File: config.mk
export PLATFORM = sky130hd
export DESIGN_NAME = seq_multiply
export DESIGN_NICKNAME = d
export VERILOG_FILES = /design/src/rtl/mul_pkg.sv /design/src/rtl/mul_sign_mag.sv /design/src/rtl/seq_multiply.sv
export SDC_FILE = /design/constraint.sdc
export NUM_CORES = 1
export LEC_CHECK = 0
export ABC_AREA = 1
export CAP_MARGIN = 15
export CELL_PAD_IN_SITES_DETAIL_PLACEMENT = 1
export CELL_PAD_IN_SITES_GLOBAL_PLACEMENT = 2
export CORE_MARGIN = 1
export CORE_UTILIZATION = 30
export DETAILED_ROUTE_END_ITERATION = 6
export HOLD_SLACK_MARGIN = 0.05
export PLACE_DENSITY = 0.87
export SLEW_MARGIN = 20
export SYNTH_ARGS = -nofsm -noshare
export SYNTH_HDL_FRONTEND = slang
export SYNTH_SLANG_ARGS = --single-unit
File: constraint.sdc
create_clock -name clk -period 3.9 [get_ports clk]
set_input_delay 0.78 -clock clk [delete_from_list [all_inputs] [get_ports clk]]
set_output_delay 0.78 -clock clk [all_outputs]
set_load 0.005 [all_outputs]
File: src/rtl/mul_pkg.sv
// Shared types and constants for the iterative signed multiplier.
package mul_pkg;

    localparam int unsigned DefWidth    = 16;
    localparam int unsigned DefOutWidth = 32;

    // ALU opcode that selects the multiplier.
    localparam logic [3:0] OP_MUL = 4'd2;

    typedef enum logic [1:0] {
        StIdle,
        StCalc,
        StDone
    } state_e;

endpackage

File: src/rtl/mul_sign_mag.sv
// Combinational conditional negate: yields |x| for operand capture (negate on sign bit)
// and applies the product sign to the accumulator on completion.
module mul_sign_mag #(
    parameter int unsigned W = 16
) (
    input  logic [W-1:0] value_i,
    input  logic         negate_i,
    output logic [W-1:0] mag_o
);

    always_comb begin
        mag_o = negate_i ? (~value_i + W'(1)) : value_i;
    end

endmodule

File: src/rtl/seq_multiply.sv
// Iterative sign-magnitude shift-add signed multiplier, one multiplier bit per cycle.
// Optional SEQ_MULTIPLY_ZERO_BYPASS_EN: zero operands finish one cycle after capture.
module seq_multiply
    import mul_pkg::*;
#(
    parameter int unsigned WIDTH     = DefWidth,
    parameter int unsigned OUT_WIDTH = DefOutWidth
) (
    input  logic                 clk,
    input  logic                 rst_n,
    input  logic                 start,
    input  logic [WIDTH-1:0]     multiplicand,
    input  logic [WIDTH-1:0]     multiplier,
    output logic [OUT_WIDTH-1:0] product,
    output logic                 busy,
    output logic                 done,
    output logic                 error
);

    localparam int unsigned AccW = 2 * WIDTH;
    localparam int unsigned CntW = $clog2(WIDTH + 1);

    state_e                 state_q, state_d;
    logic [WIDTH-1:0]       a_q, a_d;
    logic [WIDTH-1:0]       b_q, b_d;
    logic [AccW-1:0]        acc_q, acc_d;
    logic [CntW-1:0]        cnt_q, cnt_d;
    logic                   neg_q, neg_d;
    logic [OUT_WIDTH-1:0]   product_q, product_d;
    logic                   error_q, error_d;

    logic [WIDTH-1:0]       abs_a, abs_b;
    logic [AccW-1:0]        res;
    logic [AccW-OUT_WIDTH:0] res_hi;
    logic                   ovf;
    logic                   capture;
    logic                   finish;

    mul_sign_mag #(.W(WIDTH)) u_abs_a (
        .value_i  (multiplicand),
        .negate_i (multiplicand[WIDTH-1]),
        .mag_o    (abs_a)
    );

    mul_sign_mag #(.W(WIDTH)) u_abs_b (
        .value_i  (multiplier),
        .negate_i (multiplier[WIDTH-1]),
        .mag_o    (abs_b)
    );

    mul_sign_mag #(.W(AccW)) u_result (
        .value_i  (acc_q),
        .negate_i (neg_q),
        .mag_o    (res)
    );

    // Representable iff every bit from OUT_WIDTH-1 upward matches the sign.
    always_comb begin
        res_hi = res[AccW-1:OUT_WIDTH-1];
        ovf    = !((&res_hi) || !(|res_hi));
    end

`ifdef SEQ_MULTIPLY_ZERO_BYPASS_EN
    logic zero_q, zero_d;

    always_comb begin
        zero_d = zero_q;
        if (capture) begin
            zero_d = (abs_a == '0) || (abs_b == '0);
        end
    end

    always_ff @(posedge clk or negedge rst_n) begin
        if (!rst_n) begin
            zero_q <= 1'b0;
        end else begin
            zero_q <= zero_d;
        end
    end

    assign finish = (cnt_q == CntW'(WIDTH)) || zero_q;
`else
    assign finish = (cnt_q == CntW'(WIDTH));
`endif

    always_comb begin
        state_d   = state_q;
        a_d       = a_q;
        b_d       = b_q;
        acc_d     = acc_q;
        cnt_d     = cnt_q;
        neg_d     = neg_q;
        product_d = product_q;
        error_d   = error_q;
        capture   = 1'b0;

        unique case (state_q)
            StIdle: begin
                capture = start;
            end
            StCalc: begin
                if (finish) begin
                    state_d   = StDone;
                    product_d = res[OUT_WIDTH-1:0];
                    error_d   = ovf;
                end else begin
                    if (b_q[0]) begin
                        acc_d = acc_q + (AccW'(a_q) << cnt_q);
                    end
                    b_d   = b_q >> 1;
                    cnt_d = cnt_q + CntW'(1);
                end
            end
            StDone: begin
                capture = start;
                state_d = StIdle;
            end
            default: begin
                state_d = StIdle;
            end
        endcase

        if (capture) begin
            state_d = StCalc;
            a_d     = abs_a;
            b_d     = abs_b;
            neg_d   = multiplicand[WIDTH-1] ^ multiplier[WIDTH-1];
            acc_d   = '0;
            cnt_d   = '0;
        end
    end

    always_ff @(posedge clk or negedge rst_n) begin
        if (!rst_n) begin
            state_q   <= StIdle;
            a_q       <= '0;
            b_q       <= '0;
            acc_q     <= '0;
            cnt_q     <= '0;
            neg_q     <= 1'b0;
            product_q <= '0;
            error_q   <= 1'b0;
        end else begin
            state_q   <= state_d;
            a_q       <= a_d;
            b_q       <= b_d;
            acc_q     <= acc_d;
            cnt_q     <= cnt_d;
            neg_q     <= neg_d;
            product_q <= product_d;
            error_q   <= error_d;
        end
    end

    assign product = product_q;
    assign error   = error_q;
    assign busy    = (state_q == StCalc);
    assign done    = (state_q == StDone);

endmodule

======== Yosys cells after proc, flatten, opt, wreduce, memory -nomap -nowiden ========
Cells that the tools add are included.
storage, ports and cells
  flip-flop bits (word level) ............. 104
  latch bits .............................. 0
  bits in writable memories ............... 0
  memory bits (read-only) ................. 0
  input port bits ......................... 35
  output and inout bits ................... 35
  word-level logic and storage cells ...... 48
  memories kept ........................... 0
cells by class
  add/sub/neg operators ................... 5
  multiply operators ...................... 0
  div/mod/pow operators ................... 0
  order comparisons ....................... 0
  equal/unequal tests ..................... 6
  shift operators ......................... 1
  mux-type cells .......................... 17
  bitwise operators ....................... 4
  reductions and logical operators ........ 8
operators with widths
  operator                                                          number
  32-bit two-way mux                                                5
  16-bit two-way mux                                                5
  16-bit by 1-bit adder with 16-bit output (second input constant)  2
  32-bit by 1-bit adder with 32-bit output (second input constant)  1
  32-bit adder                                                      1
  16-bit NOT                                                        2
  32-bit NOT                                                        1
  16-bit by 5-bit << shifter with 32-bit output                     1
  5-bit two-way mux                                                 3
  2-bit AND reduction                                               3
  5-bit by 1-bit adder with 5-bit output (second input constant)    1
  5-bit == test (second input constant)                             1
  2-bit two-way mux                                                 2
  2-bit != test (second input constant)                             2
  2-bit one-hot mux with 2 select lines                             1
  2-bit nonzero test                                                2
  3-bit by 1-bit != test with 1-bit output (second input constant)  1
  3-bit AND reduction                                               1
  2-bit by 1-bit == test with 1-bit output (second input constant)  1
  2-bit == test (second input constant)                             1
  2-bit zero test                                                   1
  2-bit OR reduction                                                1
  1-bit two-way mux                                                 1
  1-bit XOR                                                         1

======== Depth between registers and ports, before layout ========
  depth after elaboration ................. 6
  gate-level depth with buffers ........... 24
  depth with buffers taken out ............ 23

======== Cells and area by module ========
From an unflattened synthesis, not the netlist that was laid out.
unflattened totals
  cells, all modules ...................... 1457
  area total of the unflattened synthesis .. 9120.0 um2
modules (own cells, without submodules)
  module                       instances  cells each  area each (um2)  seq. area each (um2)
  seq_multiply                 1          1042        7060.5           2602.5
  mul_sign_mag at u_result     1          227         1108.6           0.0
  mul_sign_mag at u_abs_a ...  2          94          475.5            0.0

======== Worst setup path after synthesis ========
OpenSTA, ideal clock, no wires.
  kind .................................... register -> register
  start ................................... register cnt_q[0]
  end ..................................... register acc_q[23]
  arrival time ............................ 2.687 ns
  required time ........................... 3.783 ns
  setup slack ............................. 1.096 ns
  stages on the path, launching flop included .. 20
  path buffers ............................ 2
  clock period less this slack ............ 2.804 ns
  cells stage by stage .................... dfrtp_1 > buf_2 > buf_4 > o21ai_0 > o21ai_0 > nand2_1 > o21ai_0 > o21ai_0 > nor2_1 > ha_1 > nand2_1 > nor2_1 > inv_1 > nor2_1 > nand2_1 > nand2_1 > a21oi_1 > or2_2 > nand3_1 > nand2_1
on the way
  cells in the longest elaborated chain, start to end .. 6
  elaborated cells on any way between the ends .. 9
RTL lines
  item                                           line                 RTL
  start, declared                                seq_multiply.sv:27   logic [CntW-1:0] cnt_q, cnt_d;
  start signal, assigned                         seq_multiply.sv:148  cnt_q <= cnt_d;
  16-bit by 5-bit << shifter with 32-bit output  seq_multiply.sv:108  acc_d = acc_q + (AccW'(a_q) << cnt_q);
  32-bit adder                                   seq_multiply.sv:108
  32-bit two-way mux                             seq_multiply.sv:107  if (b_q[0]) begin
  32-bit two-way mux                             seq_multiply.sv:102  if (finish) begin
  32-bit two-way mux                             seq_multiply.sv:97   unique case (state_q)
  32-bit two-way mux                             seq_multiply.sv:123  if (capture) begin
  end signal, assigned                           seq_multiply.sv:138  acc_q <= '0;
  end signal, assigned                           seq_multiply.sv:147  acc_q <= acc_d;
  end, declared                                  seq_multiply.sv:26   logic [AccW-1:0] acc_q, acc_d;
Parallel ways exist; a longest one is shown, timed or not. The select of a mux whose other input is x is not followed.
A chain may end at the register's enable or synchronous reset.

======== Worst setup path in the final report ========
  start ................................... register cnt_q[0]
  end ..................................... register acc_q[25]
Same word-level chain as after synthesis.

==> results_dict.tcl <==
set metrics [dict create \
    clk-insertion-delay-late_ns 0.37 \
    drt-initial-drc-count 436 \
    post-place-ws_ns 0.3354 \
    hold_violations 0 \
    outcome "finished, final reports clean" \
    finalClockSkew_ns 0.01694 \
    syn_area_um2 8628 \
    leakagePower_nw 4.805 \
    synth_nets 1420 \
    via_per_inst 5.062 \
    routed_wl_um 29630 \
    switching_share_pct 55.47 \
    placed_cell_area_um2 9647 \
    pwr_density_cell_nw_per_um2 921.8 \
    chipHeight_um 171.6 \
    nNetsFinal 1469 \
    yosys.cell_types.count 51 \
    crit_type "reg2reg" \
    post-cts-setup-buffers 0 \
    path_max_fanout 9 \
    grtUsageTotal_pct 21.00 \
    final_common_cell "nand2_1" \
    place_congestion 0.9315 \
    setup_violations 0 \
    initial_core_util_pct 30.80 \
    slew_violations 0 \
    critPathRequiredTime_ns 4.16 \
    dp_hpwl_um 24100 \
    fin_crit_sh_pct 90.05 \
    layout_setup_ws_ns 0.3879 \
    p_sw_mw 5.084 \
    cts_buffers 9 \
    worst_pin_slew_ns 0.9894 \
    area_growth_pct 15.23 \
    htreeDepth 3 \
    cts.sinks 104 \
    maxCapViolations 0 \
    timing.setup.tns_ns 0 \
    synth_area_per_cell_um2 6.401 \
    fin_crit_ns 3.512 \
    diodes 0 \
    fmax_mhz 284.7 \
    cts.clk_slew.worst_paths_ns 0.08 \
    overflow 0 \
    root_buffer "clkbuf_16" \
    ios 70 \
    core_area_um2 28010 \
    postRouteAntennaNets 0 \
    crit_path_start_kind "register" \
    num_vias 9011 \
    ys_seq_area_share_pct 30.16 \
    hp-class "reg2reg" \
    drive_gt1_share_pct 4.494 \
    drtPass1Iterations 5 \
    num-fill-cells 3690 \
    p_int_mw 4.080 \
    grt_pass1_vias 9148 \
    final_core_util_pct 35.49 \
    ir_worst_vdd_uv 272.9 \
    holdWs_ns 0.4815 \
    synth-seq-cells 104 \
    antenna_found_initial 0 \
    yosysWarnings 0 \
    slew_headroom_pct 34.04 \
    multi_input_area_um2 5235 \
    arrival_ns 3.77 \
    cts.path.max_buffers 2 \
    grt_pass1_wl_um 48350 \
    fp-row-count 61 \
    pwr-share-comb_pct 67.6 \
    pwr-share-seq_pct 22.2 \
    cts_tree "yes" \
    ff_latch_area_um2 2603 \
    dieArea_um2 29440 \
    final_cell_mix "nand2_1, nor2_1, inv_1, o21ai_0, dfrtp_1" \
    grt_max_degree 72 \
    fin_area_um2 9942 \
    synthCells 1348 \
    dieWidth_um 171.6 \
    routedWlPerCell_um 16.65 \
    port-buffer-count 68 \
    critPathCaptureType "register" \
    rsz0062_at_grt "no" \
    power_frac_clock_pct 10.2 \
    drc 0 \
]
[per-layer routing]
layer,up-vias,global-route usage (%),part of all wire (%)
met5,-,0,0
met4,0,6.056,2.2
met3,36,2.416,2.4
met2,143,35.96,48
met1,4338,27.59,48
li1,4494,-,-
[state kept, by name, summed over array words and instances (netlist names)]
name     cells
state_q      2
acc_q       32
b_q         16
product     32
cnt_q        5
neg_q        1
a_q         16
[timing repair]
item,in CTS,in global routing
resized for setup,0,3
endpoints found under the setup margin,0,3
hold buffers,0,0
[Yosys cell counts (all sizes together)]
cell type,number,area (um^2)
o221ai,7,61.31
nor2,146,565.5
o21a,2,15.01
a31oi,7,43.79
clkbuf,15,56.30
dfrtp,104,2603
clkinv,1,3.750
o41ai,2,17.52
inv,145,551.8
xor2,28,245.2
or2,9,56.31
buf,29,181.4
fa,1,20.02
a22oi,2,15.01
nand3b,3,22.52
o22ai,16,100.1
o211ai,7,52.55
a21oi,61,305.3
ha,36,450.4
nor3b,1,12.51
nand2,433,1650
nand4,12,75.07
a21o,1,7.510
mux2i,1,10.01
nor4,2,12.51
xnor2,7,61.31
a21boi,3,22.52
o31ai,2,20.02
o21bai,8,60.06
o21ai,127,646.9
and2,4,25.02
conb,1,3.750
nand3,101,518.0
nor3,24,136.4
[critical path: stages (launching register included)]
cell and delay [ns]:
dfrtp_1 0.49, or2_2 0.33, o21ai_1 0.13, nand2_1 0.07
o21ai_0 0.15, o21ai_0 0.17, o21ai_0 0.26, o21ai_0 0.18
ha_1 0.42, nand2_1 0.12, nor2_1 0.25, inv_1 0.09
nor3_1 0.24, nand3_1 0.20, nand2_1 0.12, nand2_1 0.06
nand3_1 0.07, nand2_1 0.05
[layout make-up]
| type | count | share of cell area [%] |
|---|---|---|
| clock buffer | 10 | 2.303 |
| tap | 378 | 4.757 |
| clock inverter | 6 | 0.6167 |
| multi-input combinational | 1054 | 52.66 |
| timing repair buffer | 82 | 7.878 |
| sequential | 104 | 26.18 |
| inverter | 146 | 5.613 |
[power by group through the flow]
stage | registers (mW) | logic [mW] | clock network, mW
after floorplan | 1.87 | 4.32 | 0
after global placement | 2.04 | 6.03 | 0
after detailed placement | 2.06 | 6.17 | 0
after CTS | 2.04 | 6.20 | 0.967
after global routing | 2.10 | 6.96 | 1.00
final | 2.04 | 6.19 | 0.934
[path summary, 6_finish.rpt]
| check | start | depth (start not counted) | end | slack [ns] |
|---|---|---|---|---|
| max | cnt_q[0]$_DFFE_PN0P_ | 17 | acc_q[25]$_DFFE_PN0P_ | 0.39 |
| min | product[20]$_DFFE_PN0P_ | 2 | product[20]$_DFFE_PN0P_ | 0.48 |
| max reg2reg | cnt_q[0]$_DFFE_PN0P_ | 17 | acc_q[25]$_DFFE_PN0P_ | 0.39 |
| min reg2reg | product[20]$_DFFE_PN0P_ | 2 | product[20]$_DFFE_PN0P_ | 0.48 |
| max in group asynchronous | rst_n | 2 | cnt_q[2]$_DFFE_PN0P_ | 2.47 |
| min in group asynchronous | rst_n | 1 | product[21]$_DFFE_PN0P_ | 0.52 |
[cells by family after synthesis]
family	after synthesis	share of synthesized area (%)
compound gates	245	15.85
xor+xnor	35	3.553
fa+ha+maj	37	5.452
buf+inv	190	9.194
flops	104	30.16
mux	1	0.1160
other cells	1	0.04346
simple gates	735	35.63
[per-stage QoR]
step                      instances  power [mW]
after global placement         1764       8.068
after global routing           1780       10.06
after detailed placement       1764       8.229
after CTS                      1780       9.203
after floorplan                1348       6.187
final                          1780       9.164
No activity file was read; power rests on OpenSTA's default activity.
